<file path="config.mk">
export PLATFORM = sky130hd
export DESIGN_NAME = three_bit_divider
export DESIGN_NICKNAME = d
export VERILOG_FILES = /design/src/rtl/three_bit_divider.sv
export SDC_FILE = /design/constraint.sdc
export NUM_CORES = 1
export LEC_CHECK = 0
export ABC_AREA = 1
export CORE_AREA = 2 2 76 42
export CTS_CLUSTER_SIZE = 20
export DETAILED_ROUTE_END_ITERATION = 6
export DIE_AREA = 0 0 78 44
export PLACE_DENSITY = 0.71
export SETUP_SLACK_MARGIN = 0.5
export SYNTH_ARGS = -nofsm -noshare
export SYNTH_HDL_FRONTEND = slang
export SYNTH_SLANG_ARGS = --single-unit
</file>
<file path="constraint.sdc">
create_clock -name CLK -period 3.9 [get_ports CLK]
set_clock_uncertainty 0.05 [all_clocks]
set_input_delay 0.39 -clock CLK [delete_from_list [all_inputs] [get_ports CLK]]
set_output_delay 0.39 -clock CLK [all_outputs]
set_load 0.01 [all_outputs]
</file>
<file path="src/rtl/three_bit_divider.sv">
// three_bit_divider: sequential restoring divider, 6-bit dividend / 3-bit divisor.
// Produces one quotient bit per clock. Operands are captured on a START/DONE handshake.
// Optional feature macro: DIV0_SHORTCUT_EN. When it is defined, a zero divisor finishes
// after one edge with Q=6'h3F, REM=0, DIV0=1. When it is not defined, a zero divisor
// runs all iterations and DIV0 is tied low.
module three_bit_divider (
    input  logic       CLK,
    input  logic       RST_N,
    input  logic       START,
    input  logic [5:0] N,
    input  logic [2:0] D,
    output logic [5:0] Q,
    output logic [2:0] REM,
    output logic       BUSY,
    output logic       DONE,
    output logic       DIV0
);

    typedef enum logic [1:0] {
        S_IDLE = 2'd0,
        S_RUN  = 2'd1,
        S_DONE = 2'd2
    } state_t;

    state_t     state;
    state_t     state_next;

    // Partial remainder. Its top bit is provably zero after every iteration
    // (the value is always below the divisor), so only three bits are stored.
    logic [2:0] p;
    logic [5:0] ns;
    logic [2:0] dl;
    logic [2:0] cnt;
    logic [5:0] q_reg;
    logic [2:0] rem_reg;

    logic       accept;
    logic       div0_skip;
    logic [3:0] t;
    logic [2:0] diff;
    logic       q_bit;
    logic [2:0] p_next;

    assign accept = START && ((state == S_IDLE) || (state == S_DONE));

`ifdef DIV0_SHORTCUT_EN
    logic       div0_reg;
    assign div0_skip = (state == S_RUN) && (dl == 3'd0);
    assign BUSY      = (state == S_RUN) && (dl != 3'd0);
    assign DIV0      = div0_reg;
`else
    assign div0_skip = 1'b0;
    assign BUSY      = (state == S_RUN);
    assign DIV0      = 1'b0;
`endif

    assign DONE = (state == S_DONE);
    assign Q    = q_reg;
    assign REM  = rem_reg;

    // One restoring step: shift in the next dividend bit and subtract when it fits.
    // A successful subtract leaves a result below 8, so three bits of difference suffice.
    always_comb begin
        t      = {p, ns[5]};
        diff   = t[2:0] - dl;
        q_bit  = 1'b0;
        p_next = t[2:0];
        if (t >= {1'b0, dl}) begin
            q_bit  = 1'b1;
            p_next = diff;
        end
    end

    // State register.
    always_ff @(posedge CLK or negedge RST_N) begin
        if (!RST_N) begin
            state <= S_IDLE;
        end else begin
            state <= state_next;
        end
    end

    // Next-state logic: RUN lasts six edges (or one with the zero-divisor shortcut).
    always_comb begin
        state_next = state;
        case (state)
            S_IDLE: begin
                if (accept) state_next = S_RUN;
            end
            S_RUN: begin
                if (div0_skip || (cnt == 3'd5)) state_next = S_DONE;
            end
            S_DONE: begin
                state_next = accept ? S_RUN : S_IDLE;
            end
            default: state_next = S_IDLE;
        endcase
    end

    // Datapath: operand capture, iteration shift/subtract, and result registers.
    always_ff @(posedge CLK or negedge RST_N) begin
        if (!RST_N) begin
            p       <= 3'd0;
            ns      <= 6'd0;
            dl      <= 3'd0;
            cnt     <= 3'd0;
            q_reg   <= 6'd0;
            rem_reg <= 3'd0;
`ifdef DIV0_SHORTCUT_EN
            div0_reg <= 1'b0;
`endif
        end else if (accept) begin
            p   <= 3'd0;
            ns  <= N;
            dl  <= D;
            cnt <= 3'd0;
        end else if (state == S_RUN) begin
            if (div0_skip) begin
                q_reg   <= 6'h3F;
                rem_reg <= 3'd0;
`ifdef DIV0_SHORTCUT_EN
                div0_reg <= 1'b1;
`endif
            end else begin
                p   <= p_next;
                ns  <= {ns[4:0], q_bit};
                cnt <= cnt + 3'd1;
                if (cnt == 3'd5) begin
                    q_reg   <= {ns[4:0], q_bit};
                    rem_reg <= p_next;
`ifdef DIV0_SHORTCUT_EN
                    div0_reg <= 1'b0;
`endif
                end
            end
        end
    end

endmodule

</file>
-- Word-level counts from Yosys, hierarchy flattened
Cells that the tools add are included.
- bits in registers: 26
- input port bits: 12
- logic and storage cells: 34
- muxes and demuxes: 12
- add/subtract/negate cells: 2
- eq/ne operators: 5
- bitwise gates (word level): 1
- reduce and logical (&&, ||, !) cells: 6
- order comparisons: 1
- operators by type and width (operator ; count):
    $mux 3 ; 5
    $mux 6 ; 2
    $pmux 2 s3 ; 1
    $ge 4x3->1 ; 1
    $mux 2 ; 2
    $add 3x1->3 const B ; 1
    $eq 3x3->1 const B ; 1
    $reduce_and 3->1 ; 1
    $sub 3x3->3 ; 1
    $eq 2x1->1 const B ; 1
    $eq 2x2->1 const B ; 1
    $logic_not 2->1 ; 1
    $mux 1 ; 2
    $ne 2x1->1 const B ; 1
    $ne 2x2->1 const B ; 1
    $reduce_and 2->1 ; 1
    $reduce_bool 2->1 ; 1
    $logic_and 1x1->1 ; 1
    $logic_or 1x1->1 ; 1
    $not 1->1 ; 1

-- Longest topological paths before layout
- depth after elaboration: 5
- mapped depth: 12
- gate-level depth less buffers: 12

-- Least setup slack after synthesis
Ideal clock, no wire load.
- path kind: register to register
- start: reg ns[5]
- end: reg p[2]
- data arrival time: 1494 ps
- cell stages (with the launch flop): 13
- data required time: 3733 ps
- setup slack: 2239 ps
- period minus slack after synthesis: 1661 ps
- path through: dfrtp_1 -> inv_1 -> ha_1 -> inv_1 -> fa_1 -> inv_1 -> nand2_1 -> nand2_1 -> nand2_1 -> nand2_1 -> nand2_1 -> nand2_1 -> nand2_1
- longest elaborated chain between the ends: 4
- elaborated cells between the ends (all ways): 5
- RTL lines (item ; RTL line ; text):
    start: declaration ; 31 ; logic [5:0] ns;
    start signal: assignment ; 126 ; ns <= {ns[4:0], q_bit};
    $ge 4x3->1 or $sub 3x3->3 (tied branches) ; 68, 65 ;
    $mux 3 * ; 68 ; if (t >= {1'b0, dl}) begin
    $mux 3 * ; 117 ; end else if (state == S_RUN) begin
    $mux 3 * ; 112 ; end else if (accept) begin
    end signal: assignment ; 125 ; p <= p_next;
    end: declaration ; 30 ; logic [2:0] p;
Every way passes the cells marked *; elsewhere a longest branch is shown, timed or not. The select of a mux whose other input is x is not followed.
A chain may end at the register's enable or synchronous reset.

-- Worst setup path in the final report
- start: reg state[1]
- end: out BUSY
- longest elaborated chain between the ends: 1
- RTL lines (item ; RTL line ; text):
    start: declaration ; 25 ; state_t state;
    start signal: assignment ; 79 ; state <= state_next;
    $eq 2x1->1 ; 53 ; assign BUSY = (state == S_RUN);
    end: declaration ; 14 ; output logic BUSY,
No other way between the ends.

==> summary.txt <==
Hold path
  • Hold depth: 2
  • Hold Crit Class: flop to flop
  • Hold Path End: REM[0]
  • Hold Crit Start: REM[0]

Clock network
  • CTS tree: built
  • H-tree depth: 1
  • Clock Latency Late Sink: 0.27 ns
  • Post-CTS Setup Bufs: 0
  • Post-cts sizing count: 0
  • Root buf cell: clkbuf_8
  • Hold Buf Count CTS: 0
  • Num CTS Buffers: 3
  • CTS max path bufs: 2
  • Clock-pin slew on the worst setup and hold paths: 0.09 ns
  • Num Clock Sinks: 26

Finish
  • Post-layout net count: 175
  • Antenna Cells: 0
  • Share of layout cells above drive strength 1: 10.9%
  • Final non-filler cell area: 1560 um2
  • Area grow syn2layout: 24.9%

Worst setup path
  • CP startpoint kind: flop
  • Delay-heaviest family, CP: buffers and inverters
  • Crit path max fanout: 10
  • Buf+Inv Stages, Crit Path: 3
  • CP Class: flop to primary output
  • Critical Path End Type: primary output
  • Worst stage delay on the critical path: 0.58 ns
  • R2R Setup Slk: 2.07 ns
  • CP Cell Sequence: inv_1, nand2_4, inv_1, clkdlybuf4s50_1
  • Critical path arrival: 1.68 ns
  • Worst path most repeated cell: inv_1
  • Critical path's slowest cell: clkdlybuf4s50_1
  • Reg-to-reg startpoint: ns[5]
  • Critical path required time: 3.46 ns
  • Worst R2R End: p[2]
  • R2R cell count: 12

Route
  • Drt first-iter violations: 63
  • WL per Instance: 12.4 um
  • Aggregate routed wire length: 2430 um
  • Pre-antenna DRT Iters: 4
  • Vias per cell: 4.69
  • Residual DRC: 0
  • Detail Route Antenna Nets: 0
  • Total number of vias: approximately 900

Timing
  • Slew headroom: roughly a quarter
  • Unrepaired setup endpoints after global routing: false
  • Fin Setup TNS: 0 ns
  • Hold Vio Cnt, Final: 0
  • Final Max Tran Viols: 0
  • Final setup viols: 0
  • Worst-margin pin slew: 1.14 ns
  • Min cycle time layout: 2.12 ns
  • Fmax: 0.473 GHz
  • Final worst-path cycle share: 54.2%

Global route
  • Vias in the first global route: approximately 850
  • Met2 Usage GRT: 24.1%
  • GRT Resource Usage Total: 16.5%
  • GR Util met1: between 20% and 30%
  • First-pass GRT wire length: roughly 4300 um
  • Grt ovf: 0
  • Largest net degree at the start of global routing: 27
  • Antenna violations before repair: 0
  • Met3 Use GR: 5.63%
  • Gr busiest metal: met1

Floorplanning
  • Ports: 24
  • Row cnt: 14
  • Die Wd: ~80 um
  • Core box area: 2800 um2
  • DIE AREA: 3430 um2
  • Initial Util: 44.6%
  • Die height: roughly 44 um

Synth
  • Syn nets: 151
  • Synth top area share: 52.1%
  • Yosys warning count: 0
  • Netlist cell types: 23
  • #FFs+latches synth: 26
  • Syn Inst Count: roughly 130
  • Post-Syn Area: 1250 um2
  • Most area-hungry cell type in the Yosys netlist: dfrtp_1
  • Synth top area cells: dfrtp_1 (52%), nand2_1 (11%), inv_1 (5.4%), ha_1 (5.0%), o21ai_2 (3.5%)
  • Sequential-to-total area share from yosys stat: 52.1%
  • Mean area per synthesized cell: around 9.4 um2

Placed design
  • Hpwl dp: approximately 1900 um
  • IO Port Bufs: 22
  • Area after DPL: 1490 um2
  • Routability cong.: ~0.9

Power and ir drop
  • Static leakage: 0.768 nW
  • Worst VDD drop: 0.000432 V
  • PD cells: ~900 nW/um2

Job
  • Max cap viols: 0

Run status
  • Status: complete, no violations
==> layout make-up <==
type,count,area [um2]
clock buffers,3,41.3
well taps,40,50.0
repair buffers,22,220
clock inverters,1,30.0
flip-flops and latches,26,651
multi-input cells,85,495
fillers,255,1240
inverters,19,73.8
==> cell families (layout without fill, tap and decap cells) <==
group	count (synthesis)	in the layout	share of synthesized area, %
AOI/OAI and AO/OA	19	19	10.8
and+or+nand+nor	58	58	21.2
other	1	1	0.300
buffers and inverters	22	45	8.31
xor gates and xnor gates	1	1	0.701
adders and majority gates	6	6	6.61
DFF	26	26	52.1
==> cells in the mapped netlist (all sizes together) <==
master / n
nand3b: 1
o22ai: 1
inv: 19
xor2: 1
conb: 1
buf: 3
o21ai: 10
nor2: 7
ha: 5
nand3: 6
o221ai: 5
fa: 1
dfrtp: 26
a21oi: 2
nand2: 44
a31oi: 1
==> layout by cell type (no fill, tap or decap) <==
master           synthesis  final
o221ai_1                 5      5
conb_1                   1      1
nand2_4                  1      1
o21ai_2                  5      5
nand3b_1                 1      1
clkbuf_8                 0      3
inv_4                    1      1
dfrtp_1                 26     26
o21ai_0                  3      3
bufinv_16                0      1
inv_1                   18     18
nor2_8                   1      1
nand3_1                  6      6
xor2_1                   1      1
fa_1                     1      1
a31oi_1                  1      1
ha_1                     5      5
nand2_2                  5      5
o21ai_1                  2      2
clkdlybuf4s50_1          0     22
a21oi_1                  2      2
nand2_1                 38     38
o22ai_1                  1      1
nor2_1                   6      6
==> state kept, by name (all words and copies together), names as in the netlist <==
| name | cells |
|---|---|
| REM | 3 |
| cnt | 3 |
| state | 2 |
| p | 3 |
| dl | 3 |
| Q | 6 |
| ns | 6 |
==> per-stage QoR <==
step	cells	setup WS [ns]	power (W)	hold slack, ns	utilization, %
after CTS	196	1.78	0.00142	0.442	55.7
after global placement	192	2.07	0.00117	0.415	53.2
after detailed placement	192	2.04	0.00120	0.418	53.2
final	196	1.78	0.00141	0.436	55.7
after floorplan	133	2.24	0.000969	0.0444	-
after global routing	196	1.66	0.00155	0.458	55.7
==> routing by layer <==
layer | vias up | wire length (um) | share of wire (%)
li1 | 468 | - | -
met1 | 417 | 1270 | 52
met2 | 33 | 999 | 41
met3 | 2 | 159 | 6.5
met4 | 0 | 7 | 0.29
met5 | - | 0 | 0
==> power breakdown <==
group          switching [W]  leakage (nW)  internal, W
Combinational       0.000415         0.416     0.000296
Clock              0.0000837        0.0357     0.000137
Sequential         0.0000769         0.317     0.000403
Total               0.000576         0.768     0.000837
==> worst min-delay path, delay by kind of cell (launching register included) <==
kind / cells / cell delay, ns
flops: 1 / 0.35
simple gates: 2 / 0.10
==> worst max path at each step <==
stage	cells after the start	slack, ns	end	start
finish	4	1.78	BUSY	state[1]
global route	4	1.66	BUSY	state[1]
CTS	4	1.78	BUSY	state[1]
detailed placement	1	2.04	cnt[1]	RST_N
global placement	1	2.07	cnt[0]	RST_N
floorplan	12	2.24	p[2]	ns[5]
Note: power is estimated with default switching activity, not from simulation.
